$ cat src/rtl/mem_port_bridge.sv
// mem_port_bridge: registered adapter between the multicycle RV32I datapath/control pair and a
// variable-latency physical memory port. One CPU load/store is captured, issued on pmem, and
// completed with a single-cycle mem_resp pulse. At most one transaction is in flight.
//
// Configuration macro: MEM_BRIDGE_TIMEOUT_EN
//   defined   - ACCESS is abandoned after TIMEOUT_CYCLES cycles without pmem_resp; err_timeout
//               pulses with mem_resp and mem_rdata reads 0.
//   undefined - ACCESS waits indefinitely; err_timeout is tied 0.
//
// Ports:
//   clk, rst                     clock, asynchronous active-high reset
//   mem_read, mem_write          CPU request strobes, held until mem_resp
//   mem_address, mem_byte_sel    word address ([1:0] ignored) and byte offset
//   mem_size, mem_wdata          access size (00 b, 01 h, 10 w, 11 illegal), right-justified data
//   mem_resp, mem_rdata          completion pulse and raw read word
//   err_misalign, err_timeout    error flags, valid with mem_resp
//   pmem_read, pmem_write        memory strobes, held until pmem_resp
//   pmem_address, pmem_wdata     word-aligned address and lane-aligned store data
//   pmem_mbe                     byte enables
//   pmem_resp, pmem_rdata        memory completion and read data
`timescale 1ns / 1ps

module mem_port_bridge #(
    parameter int unsigned TIMEOUT_CYCLES = 255
) (
    input  logic        clk,
    input  logic        rst,
    input  logic        mem_read,
    input  logic        mem_write,
    input  logic [31:0] mem_address,
    input  logic [1:0]  mem_byte_sel,
    input  logic [1:0]  mem_size,
    input  logic [31:0] mem_wdata,
    output logic        mem_resp,
    output logic [31:0] mem_rdata,
    output logic        err_misalign,
    output logic        err_timeout,
    output logic        pmem_read,
    output logic        pmem_write,
    output logic [31:0] pmem_address,
    output logic [31:0] pmem_wdata,
    output logic [3:0]  pmem_mbe,
    input  logic        pmem_resp,
    input  logic [31:0] pmem_rdata
);

    typedef enum logic [1:0] {StIdle, StAccess, StDone} state_e;

    state_e      state_q, state_d;

    logic        req;
    logic        req_misalign;
    logic [3:0]  req_mbe;
    logic [31:0] req_wdata;
    logic        timeout_hit;

    logic [31:0] addr_q;
    logic [31:0] wdata_q;
    logic [3:0]  mbe_q;
    logic        is_write_q;
    logic        misalign_q;
    logic [31:0] rdata_q;

    logic        unused_addr_bits;
    assign unused_addr_bits = ^mem_address[1:0];

    assign req       = mem_read | mem_write;
    assign req_wdata = mem_wdata << {mem_byte_sel, 3'b000};

    // Byte enables and alignment check for the incoming request.
    always_comb begin
        req_mbe      = 4'b0000;
        req_misalign = 1'b0;
        unique case (mem_size)
            2'b00: req_mbe = 4'b0001 << mem_byte_sel;
            2'b01: begin
                req_mbe      = 4'b0011 << mem_byte_sel;
                req_misalign = (mem_byte_sel == 2'b11);
            end
            2'b10: begin
                req_mbe      = 4'b1111;
                req_misalign = (mem_byte_sel != 2'b00);
            end
            default: req_misalign = 1'b1;
        endcase
    end

`ifdef MEM_BRIDGE_TIMEOUT_EN
    localparam int unsigned CntW =
        ($clog2(TIMEOUT_CYCLES + 1) > 8) ? $clog2(TIMEOUT_CYCLES + 1) : 8;

    logic [CntW-1:0] cnt_q;
    logic            timeout_q;

    // Counter is zero on the first ACCESS cycle, so the strobe lasts exactly TIMEOUT_CYCLES.
    assign timeout_hit = (state_q == StAccess) && !pmem_resp &&
                         (cnt_q == CntW'(TIMEOUT_CYCLES - 1));

    always_ff @(posedge clk or posedge rst) begin
        if (rst) begin
            cnt_q <= '0;
        end else if (state_q != StAccess) begin
            cnt_q <= '0;
        end else begin
            cnt_q <= cnt_q + CntW'(1);
        end
    end

    always_ff @(posedge clk or posedge rst) begin
        if (rst) begin
            timeout_q <= 1'b0;
        end else if (state_q == StIdle && req) begin
            timeout_q <= 1'b0;
        end else if (timeout_hit) begin
            timeout_q <= 1'b1;
        end
    end

    assign err_timeout = (state_q == StDone) && timeout_q;
`else
    logic unused_timeout_cfg;
    assign unused_timeout_cfg = ^TIMEOUT_CYCLES;
    assign timeout_hit        = 1'b0;
    assign err_timeout        = 1'b0;
`endif

    // FSM state register
    always_ff @(posedge clk or posedge rst) begin
        if (rst) begin
            state_q <= StIdle;
        end else begin
            state_q <= state_d;
        end
    end

    // FSM next state
    always_comb begin
        state_d = state_q;
        unique case (state_q)
            StIdle: begin
                if (req) begin
                    state_d = req_misalign ? StDone : StAccess;
                end
            end
            StAccess: begin
                if (pmem_resp || timeout_hit) begin
                    state_d = StDone;
                end
            end
            StDone:  state_d = StIdle;
            default: state_d = StIdle;
        endcase
    end

    // Request capture and read-data return
    always_ff @(posedge clk or posedge rst) begin
        if (rst) begin
            addr_q     <= '0;
            wdata_q    <= '0;
            mbe_q      <= '0;
            is_write_q <= 1'b0;
            misalign_q <= 1'b0;
            rdata_q    <= '0;
        end else if (state_q == StIdle && req) begin
            addr_q     <= {mem_address[31:2], 2'b00};
            wdata_q    <= req_wdata;
            mbe_q      <= req_mbe;
            is_write_q <= mem_write;
            misalign_q <= req_misalign;
            if (req_misalign) begin
                rdata_q <= '0;
            end
        end else if (state_q == StAccess) begin
            if (pmem_resp) begin
                rdata_q <= pmem_rdata;
            end else if (timeout_hit) begin
                rdata_q <= '0;
            end
        end
    end

    // FSM outputs; strobes follow the state so an async reset drops them at once.
    always_comb begin
        mem_resp     = (state_q == StDone);
        err_misalign = (state_q == StDone) && misalign_q;
        pmem_read    = (state_q == StAccess) && !is_write_q;
        pmem_write   = (state_q == StAccess) && is_write_q;
        mem_rdata    = rdata_q;
        pmem_address = addr_q;
        pmem_wdata   = wdata_q;
        pmem_mbe     = mbe_q;
    end

endmodule
$ cat config.mk
export PLATFORM = sky130hd
export DESIGN_NAME = mem_port_bridge
export DESIGN_NICKNAME = d
export VERILOG_FILES = /design/src/rtl/mem_port_bridge.sv
export SDC_FILE = /design/constraint.sdc
export NUM_CORES = 1
export LEC_CHECK = 0
export ABC_AREA = 1
export BUFFER_PORTS_ARGS = -buffer_cell sky130_fd_sc_hd__buf_2
export CAP_MARGIN = 0
export CORE_AREA = 2 2 100 121
export CTS_BUF_LIST = sky130_fd_sc_hd__clkbuf_8
export CTS_CLUSTER_DIAMETER = 60
export DETAILED_ROUTE_END_ITERATION = 10
export DIE_AREA = 0 0 102 123
export PLACE_DENSITY = 0.77
export SLEW_MARGIN = 10
export SYNTH_ARGS = -nofsm -noshare
export SYNTH_HDL_FRONTEND = slang
export SYNTH_SLANG_ARGS = --single-unit
$ cat constraint.sdc
create_clock -name clk -period 3 [get_ports clk]
set_input_delay 0.3 -clock clk [delete_from_list [all_inputs] [get_ports clk]]
set_output_delay 0.3 -clock clk [all_outputs]
set_load 0.005 [all_outputs]
==> flow_summary.yaml, run 1 <==
status:
  run_status: "complete, no violations"
layout:
  nFillCells: 1163
  design.final.nets: 832
  area_overhead_of_the_layout_relative_to_synthesis_pct: 28.7
  antennaDiodeCount: 0
  drive_gt1_share_pct: 33.6
global_route:
  grt_antenna_before_repair: 0
  globalRouteOverflowTotal: 0
  grt_max_degree: 66
  grt_usage_pct: 19.0
  global_route_wire_length_before_repair_microns: 18800
  grt_pass1_vias: 3813
clocking:
  postCtsResizedCells: 0
  clk_latency_ns: 0.35
  cts-hold-fix-buffers: 0
  root_buffer: "sky130_fd_sc_hd__clkbuf_8"
  cts_max_level: 3
  clockBufferDepth: 2
  cts_inserted_buffers: 9
  post-cts-setup-buffer-count: 0
  cts_tree: "built"
  cts.sinks: 102
  cts.clk_slew.worst_paths_ns: 0.09
synth:
  synth_most_common_cell: "sky130_fd_sc_hd__nand2_1"
  yosys_warnings: 0
  postSynthRegisterBits: 102
  synth-edff-count: 0
  synth_area_sq_um: 4480
  main_area_contributors_after_synthesis: "sky130_fd_sc_hd__dfrtp_1 57%, sky130_fd_sc_hd__nand2_1 21%, sky130_fd_sc_hd__nand3_1 6.5%, sky130_fd_sc_hd__o21ai_0 2.8%, sky130_fd_sc_hd__buf_2 1.3%"
  synth.cells.most_frequent: "252 x sky130_fd_sc_hd__nand2_1, 102 x sky130_fd_sc_hd__dfrtp_1, 58 x sky130_fd_sc_hd__nand3_1, 25 x sky130_fd_sc_hd__o21ai_0, 13 x sky130_fd_sc_hd__nor2_1"
  synthFlopType: "sky130_fd_sc_hd__dfrtp_1"
  synthCells: 539
  synth.top_cell.area_share_pct: 57.0
  synth-async-reset-ratio_pct: 100
  seq_area_frac_synth_pct: 57.0
  synth.lib_cells_used.distinct: 24
  synthDominantAreaCellType: "sky130_fd_sc_hd__dfrtp_1"
  syn_avg_cell_area_sq_um: 8.31
setup_path:
  end_kind: "register"
  critPathLaunch: "state_q[0]"
  critical_path.max_fanout: 29
  endpoint: "pmem_wdata[12]"
  start_kind: "register"
  slowest_stage: "sky130_fd_sc_hd__dfrtp_1"
  cpMostUsedCell: "sky130_fd_sc_hd__inv_2"
  worst_r2r_endpoint: "pmem_wdata[12]"
  r2r-start: "state_q[0]"
  kind_of_critical_path: "reg2reg"
  reg2reg_setup_slack_ns: 1.25
  path_cells: "nor2_2 > inv_2 > nor2_8 > inv_2 > buf_4 > nand2_1 > o21ai_0"
  worstRegToRegCells: 7
  worst_ep_required_time_ns: 3.22
  critical_path_arrival_ns: 1.97
  slowest_delay_ns: 0.43
sta:
  grt_setup_unrepaired: "false"
  final_setup_tns_ns: 0
  layout_worst_path_cycle_share_pct: 58.2
  final_hold_viol_count: 0
  drv_slew: 0
  clock_skew_ns: 0.00567
  max_freq_mhz: 573
  setup_violations: 0
  finalCriticalPeriod_ns: 1.75
  worstMarginPinSlew_ns: 0.796
  slew_headroom_pct: 46.9
power_and_ir_drop:
  totalPowerFinal_mw: 5.34
  p_switching_mw: 2.02
  pwr-share-comb_pct: 38.9
  clock_power_share_pct: 17.6
  vdd_drop_max_mv: 0.443
  power.sequential.fraction_pct: 43.5
  p_leak_nw: 3.33
  intPower_mw: 3.32
  p_sw_share_pct: 37.8
  p_per_area_nw_per_um2: 926
detailed_routing:
  detail_route.drc_violations: 0
  finalWirelength_microns: 11900
  ant_nets: 0
  detailedRoute.firstPassIterationCount: 4
  wl_per_cell_microns: 13.4
  num_vias: 4150
  drtIter0Drc: 151
  route.detailed.vias_per_inst: 4.67
place:
  gpl.final_weighted_congestion: 0.820
  post-dp-hpwl_microns: 8600
  numPortBuffers: 204
floorplan:
  die_h_microns: 123
  row_count: 43
  design.die.area_sq_um: 12500
  chipWidth_microns: 102
  ioPinCount: 210
  initial_utilization_pct: 39.3
  coreArea_sq_um: 11400
worst_hold_path:
  hold_path_class: "in2async"
run:
  max_cap_viol_count: 0
-- cell families (layout without fill, tap and decap cells) --
kind of cell | count (synthesis) | count (layout) | share of synthesized area (%)
and+or+nand+nor | 338 | 338 | 31.3
AOI/OAI and AO/OA | 47 | 47 | 5.50
DFF | 102 | 102 | 57.0
other | 1 | 3 | 0.0837
buffers and inverters | 51 | 242 | 6.09
-- critical path: cells and delay by family, from the launching register on --
| kind | cells | cell delay, ns |
|---|---|---|
| buf+inv | 3 | 0.56 |
| simple gates | 3 | 0.53 |
| flops | 1 | 0.43 |
| compound gates | 1 | 0.08 |
-- power groups by stage --
stage / sequential [mW] / combinational (mW) / clock, mW
after floorplan: 2.39 / 1.13 / 0
after global placement: 2.33 / 2.07 / 0
after detailed placement: 2.34 / 2.13 / 0
after CTS: 2.33 / 2.12 / 0.966
after global routing: 2.40 / 2.39 / 1.03
final: 2.32 / 2.07 / 0.938
-- how the worst min path moves through the flow --
stage,to,slack [ns],cells after the start
3_3_place_gp,pmem_address[27],0.45,2
4_1_cts,pmem_mbe[1],0.12,2
6_report,is_write_q,0.10,2
5_1_grt,pmem_address[29],0.12,3
2_1_floorplan,state_q[0],0.41,1
3_5_place_dp,pmem_address[7],0.45,2
-- through the flow --
stage	setup slack, ns	hold slack, ns	area, sq um	utilization [%]	cells
6_report	1.25	0.105	5760	50.5	889
5_1_grt	1.08	0.123	5760	50.5	889
4_1_cts	1.22	0.117	5760	50.5	889
3_5_place_dp	0.960	0.453	5550	48.7	873
3_3_place_gp	0.985	0.449	5550	48.7	873
2_1_floorplan	0.0245	0.408	4490	-	541
-- cell type report --
cell class              instances  area, sq um  area share [%]
repair buffers                210         1080            18.7
clock inverters                 7         90.1            1.56
multi-input cells             388         1660            28.8
inverters                      16         62.6            1.09
well taps                     157          196            3.41
flip-flops and latches        102         2550            44.3
clock buffers                   9          124            2.15
-- layer usage --
layer | GRT usage, % | up-vias | wire [microns]
met2 | 30.6 | 189 | 5630
li1 | - | 2066 | -
met4 | 6.50 | 0 | 289
met3 | 4.80 | 18 | 932
met1 | 25.2 | 1877 | 5030
met5 | 0 | - | 0
-- flip-flops by register name, summed over array words and instances (netlist names) --
register and cells:
mem_rdata 32, is_write_q 1, misalign_q 1, pmem_mbe 4, pmem_wdata 32, state_q 2, pmem_address 30
-- placed cells by master, fill, tap and decap left out --
cell type / count
sky130_fd_sc_hd__o21ai_1: 10
sky130_fd_sc_hd__buf_4: 5
sky130_fd_sc_hd__clkinv_2: 2
sky130_fd_sc_hd__bufinv_16: 2
sky130_fd_sc_hd__a21oi_1: 8
sky130_fd_sc_hd__nand3_4: 1
sky130_fd_sc_hd__clkbuf_8: 9
sky130_fd_sc_hd__o211ai_1: 3
sky130_fd_sc_hd__clkinv_4: 1
sky130_fd_sc_hd__buf_2: 204
sky130_fd_sc_hd__inv_1: 11
sky130_fd_sc_hd__nor2_8: 1
sky130_fd_sc_hd__buf_12: 1
sky130_fd_sc_hd__nand2_2: 1
sky130_fd_sc_hd__or2_2: 9
sky130_fd_sc_hd__nor2_1: 13
sky130_fd_sc_hd__o21ai_2: 1
sky130_fd_sc_hd__nand2_1: 252
sky130_fd_sc_hd__dfrtp_1: 102
sky130_fd_sc_hd__nor2_2: 2
sky130_fd_sc_hd__clkinvlp_4: 1
sky130_fd_sc_hd__inv_2: 5
sky130_fd_sc_hd__o21ai_0: 25
sky130_fd_sc_hd__nor3_1: 1
sky130_fd_sc_hd__nand3_1: 58
sky130_fd_sc_hd__inv_4: 1
sky130_fd_sc_hd__conb_1: 3
Note: power is estimated with default switching activity, not from simulation.
==> run 2: changes to the inputs <==
ABC_AREA = 0   (was 1)
CORE_AREA = 2 2 99 120   (was 2 2 100 121)
DIE_AREA = 0 0 101 122   (was 0 0 102 123)
clock period = 1.6 ns   (was 3 ns; I/O delays follow)
==> flow_summary.yaml, run 2 <==
place:
  post_dp_cell_area_sq_um: 5530
  placement.setup.worst_slack_ns: 0.140
  numPortBuffers: 204
  gpl.final_weighted_congestion: 0.823
  post-dp-hpwl_microns: 8740
global_route:
  busiest_layer_in_global_routing: "met2"
  globalRouteOverflowTotal: 0
  met2_usage_pct: 35.5
  grt_antenna_before_repair: 1
  globalRouteMet3Util_pct: 5.22
  grt_max_degree: 67
  global_route_wire_length_before_repair_microns: 18900
  grt_pass1_vias: 3857
  grt_usage_pct: 19.9
  met1_usage_pct: 22.6
synth:
  synth-edff-count: 0
  synthFlopType: "sky130_fd_sc_hd__dfrtp_1"
  syn_avg_cell_area_sq_um: 10.4
  synth.cells.most_frequent: "128 x sky130_fd_sc_hd__nand2_1, 102 x sky130_fd_sc_hd__dfrtp_1, 33 x sky130_fd_sc_hd__a22o_1, 20 x sky130_fd_sc_hd__a21oi_1, 18 x sky130_fd_sc_hd__nor2_1"
  synthCells: 423
  seq_area_frac_synth_pct: 58.2
  synth.lib_cells_used.distinct: 28
  synth_area_sq_um: 4380
  postSynthRegisterBits: 102
  synth.top_cell.area_share_pct: 58.2
  synth_most_common_cell: "sky130_fd_sc_hd__nand2_1"
  synth-async-reset-ratio_pct: 100
  synthDominantAreaCellType: "sky130_fd_sc_hd__dfrtp_1"
  main_area_contributors_after_synthesis: "sky130_fd_sc_hd__dfrtp_1 58%, sky130_fd_sc_hd__nand2_1 11%, sky130_fd_sc_hd__a22o_1 6.6%, sky130_fd_sc_hd__mux2i_1 3.7%, sky130_fd_sc_hd__mux2_2 2.3%"
  yosys_warnings: 0
layout:
  layout.cells.most_common: "sky130_fd_sc_hd__buf_2"
  nFillCells: 987
  drive_gt1_share_pct: 37.7
  design.final.nets: 758
  fin_area_sq_um: 6090
  antennaDiodeCount: 0
  area_overhead_of_the_layout_relative_to_synthesis_pct: 38.9
  highest_count_cells_in_the_layout_ignoring_fill_and_taps: "204 x sky130_fd_sc_hd__buf_2, 128 x sky130_fd_sc_hd__nand2_1, 102 x sky130_fd_sc_hd__dfrtp_1"
clocking:
  cts_inserted_buffers: 9
  post-cts-setup-buffer-count: 0
  cts_tree: "built"
  cts_max_level: 3
  clockBufferDepth: 2
  cts.sinks: 102
  cts.clk_slew.worst_paths_ns: 0.10
  root_buffer: "sky130_fd_sc_hd__clkbuf_8"
  clk_latency_ns: 0.37
sta:
  final_hold_viol_count: 0
  drv_slew: 0
  grt_setup_unrepaired: "false"
  layout_worst_path_cycle_share_pct: 92.7
  finalWorstSetupSlack_ns: 0.116
  finalCriticalPeriod_ns: 1.48
  clock_skew_ns: 0.0107
  max_freq_mhz: 674
  final_setup_tns_ns: 0
  setup_violations: 0
status:
  run_status: "complete, no violations"
floorplan:
  coreArea_sq_um: 11300
  ioPinCount: 210
  initial_utilization_pct: 38.8
  row_count: 43
  die_h_microns: 122
  chipWidth_microns: 101
  design.die.area_sq_um: 12300
power_and_ir_drop:
  vdd_drop_max_mv: 0.682
  p_leak_nw: 3.31
  p_per_area_nw_per_um2: 1740
setup_path:
  kind_of_critical_path: "reg2reg"
  reg2reg_setup_slack_ns: 0.12
  slowest_stage: "sky130_fd_sc_hd__dfrtp_1"
  path_cells: "nor2_1 > o21a_2 > buf_12 > mux2_2"
  r2r-start: "state_q[1]"
  slowest_delay_ns: 0.43
  worst_ep_required_time_ns: 1.85
  end_kind: "register"
  number_of_buffer_and_inverter_instances_along_the_worst_setup_path: 1
  start_kind: "register"
  critical_path_arrival_ns: 1.74
  critical_path.max_fanout: 27
  worstRegToRegCells: 4
  worst_r2r_endpoint: "pmem_wdata[30]"
  worst_path_dominant_cell_family: "flip-flops"
detailed_routing:
  finalWirelength_microns: 12400
  detailedRoute.firstPassIterationCount: 4
  route.detailed.vias_per_inst: 4.92
  ant_nets: 0
  wl_per_cell_microns: 15.7
  detail_route.drc_violations: 0
  drtIter0Drc: 137
  num_vias: 3900
worst_hold_path:
  holdPathStages: 2
  hold-path-endpoint: "mem_rdata[19]"
  hold_path_class: "in2reg"
  min-delay-start: "pmem_rdata[19]"
run:
  max_cap_viol_count: 0
run 2: metal layers:
metal  vias to the layer above  routed length, microns
li1                       1875                       -
met1                      1833                    4910
met2                       166                    6320
met3                        24                     905
met4                         2                     282
met5                         -                      13
run 2: worst max path at each step:
stage,start,endpoint,slack [ns],depth (start not counted)
finish,state_q[1],pmem_wdata[30],0.12,4
global route,state_q[1],mem_rdata[12],0.03,4
CTS,state_q[1],pmem_wdata[30],0.13,4
detailed placement,state_q[1],pmem_wdata[26],0.14,4
global placement,state_q[1],pmem_wdata[31],0.16,4
floorplan,state_q[1],pmem_wdata[24],0.16,4
run 2: cells by family (layout without fill, tap and decap cells):
logic type | Yosys count | in the layout | share of synthesized area (%)
and+or+nand+nor | 173 | 173 | 16.3
DFF | 102 | 102 | 58.2
AOI/OAI and AO/OA | 86 | 86 | 14.1
buffers and inverters | 36 | 268 | 5.34
muxes | 25 | 25 | 5.97
other | 1 | 3 | 0.0856
run 2: stage by stage:
step | hold slack (ns) | instances | utilization, % | power, mW
after CTS | 0.0000189 | 792 | 53.8 | 10.7
after global placement | 0.249 | 744 | 49.0 | 8.63
after global routing | 0.00286 | 792 | 53.9 | 11.4
after detailed placement | 0.256 | 744 | 49.0 | 8.83
final | 0.0137 | 792 | 53.9 | 10.6
after floorplan | 0.249 | 425 | - | 6.79
run 2: area by class of cell:
type / instances / area (sq um) / share of cell area [%]
clock inverter: 5 / 81.3 / 1.34
multi-input combinational: 287 / 1620 / 26.5
tap: 135 / 169 / 2.78
clock buffer: 10 / 138 / 2.26
sequential: 102 / 2550 / 41.9
inverter: 3 / 15.0 / 0.247
timing repair buffer: 250 / 1520 / 24.9
run 2: worst reg2reg max path, cell delays in order (launching register included):
cell,delay (ns)
sky130_fd_sc_hd__dfrtp_1,0.43
sky130_fd_sc_hd__nor2_1,0.14
sky130_fd_sc_hd__o21a_2,0.24
sky130_fd_sc_hd__buf_12,0.19
sky130_fd_sc_hd__mux2_2,0.37
run 2: power by group:
part	switching (mW)	total (mW)	leakage, nW	internal, mW
registers	0.648	4.46	1.29	3.81
logic	2.25	4.35	1.91	2.10
clock network	0.864	1.78	0.109	0.918
run 2: timing repair:
action	in CTS	in global routing
endpoints found under the hold margin	134	0
endpoints found under the setup margin	0	1
resized for setup	0	1
hold buffers	33	0
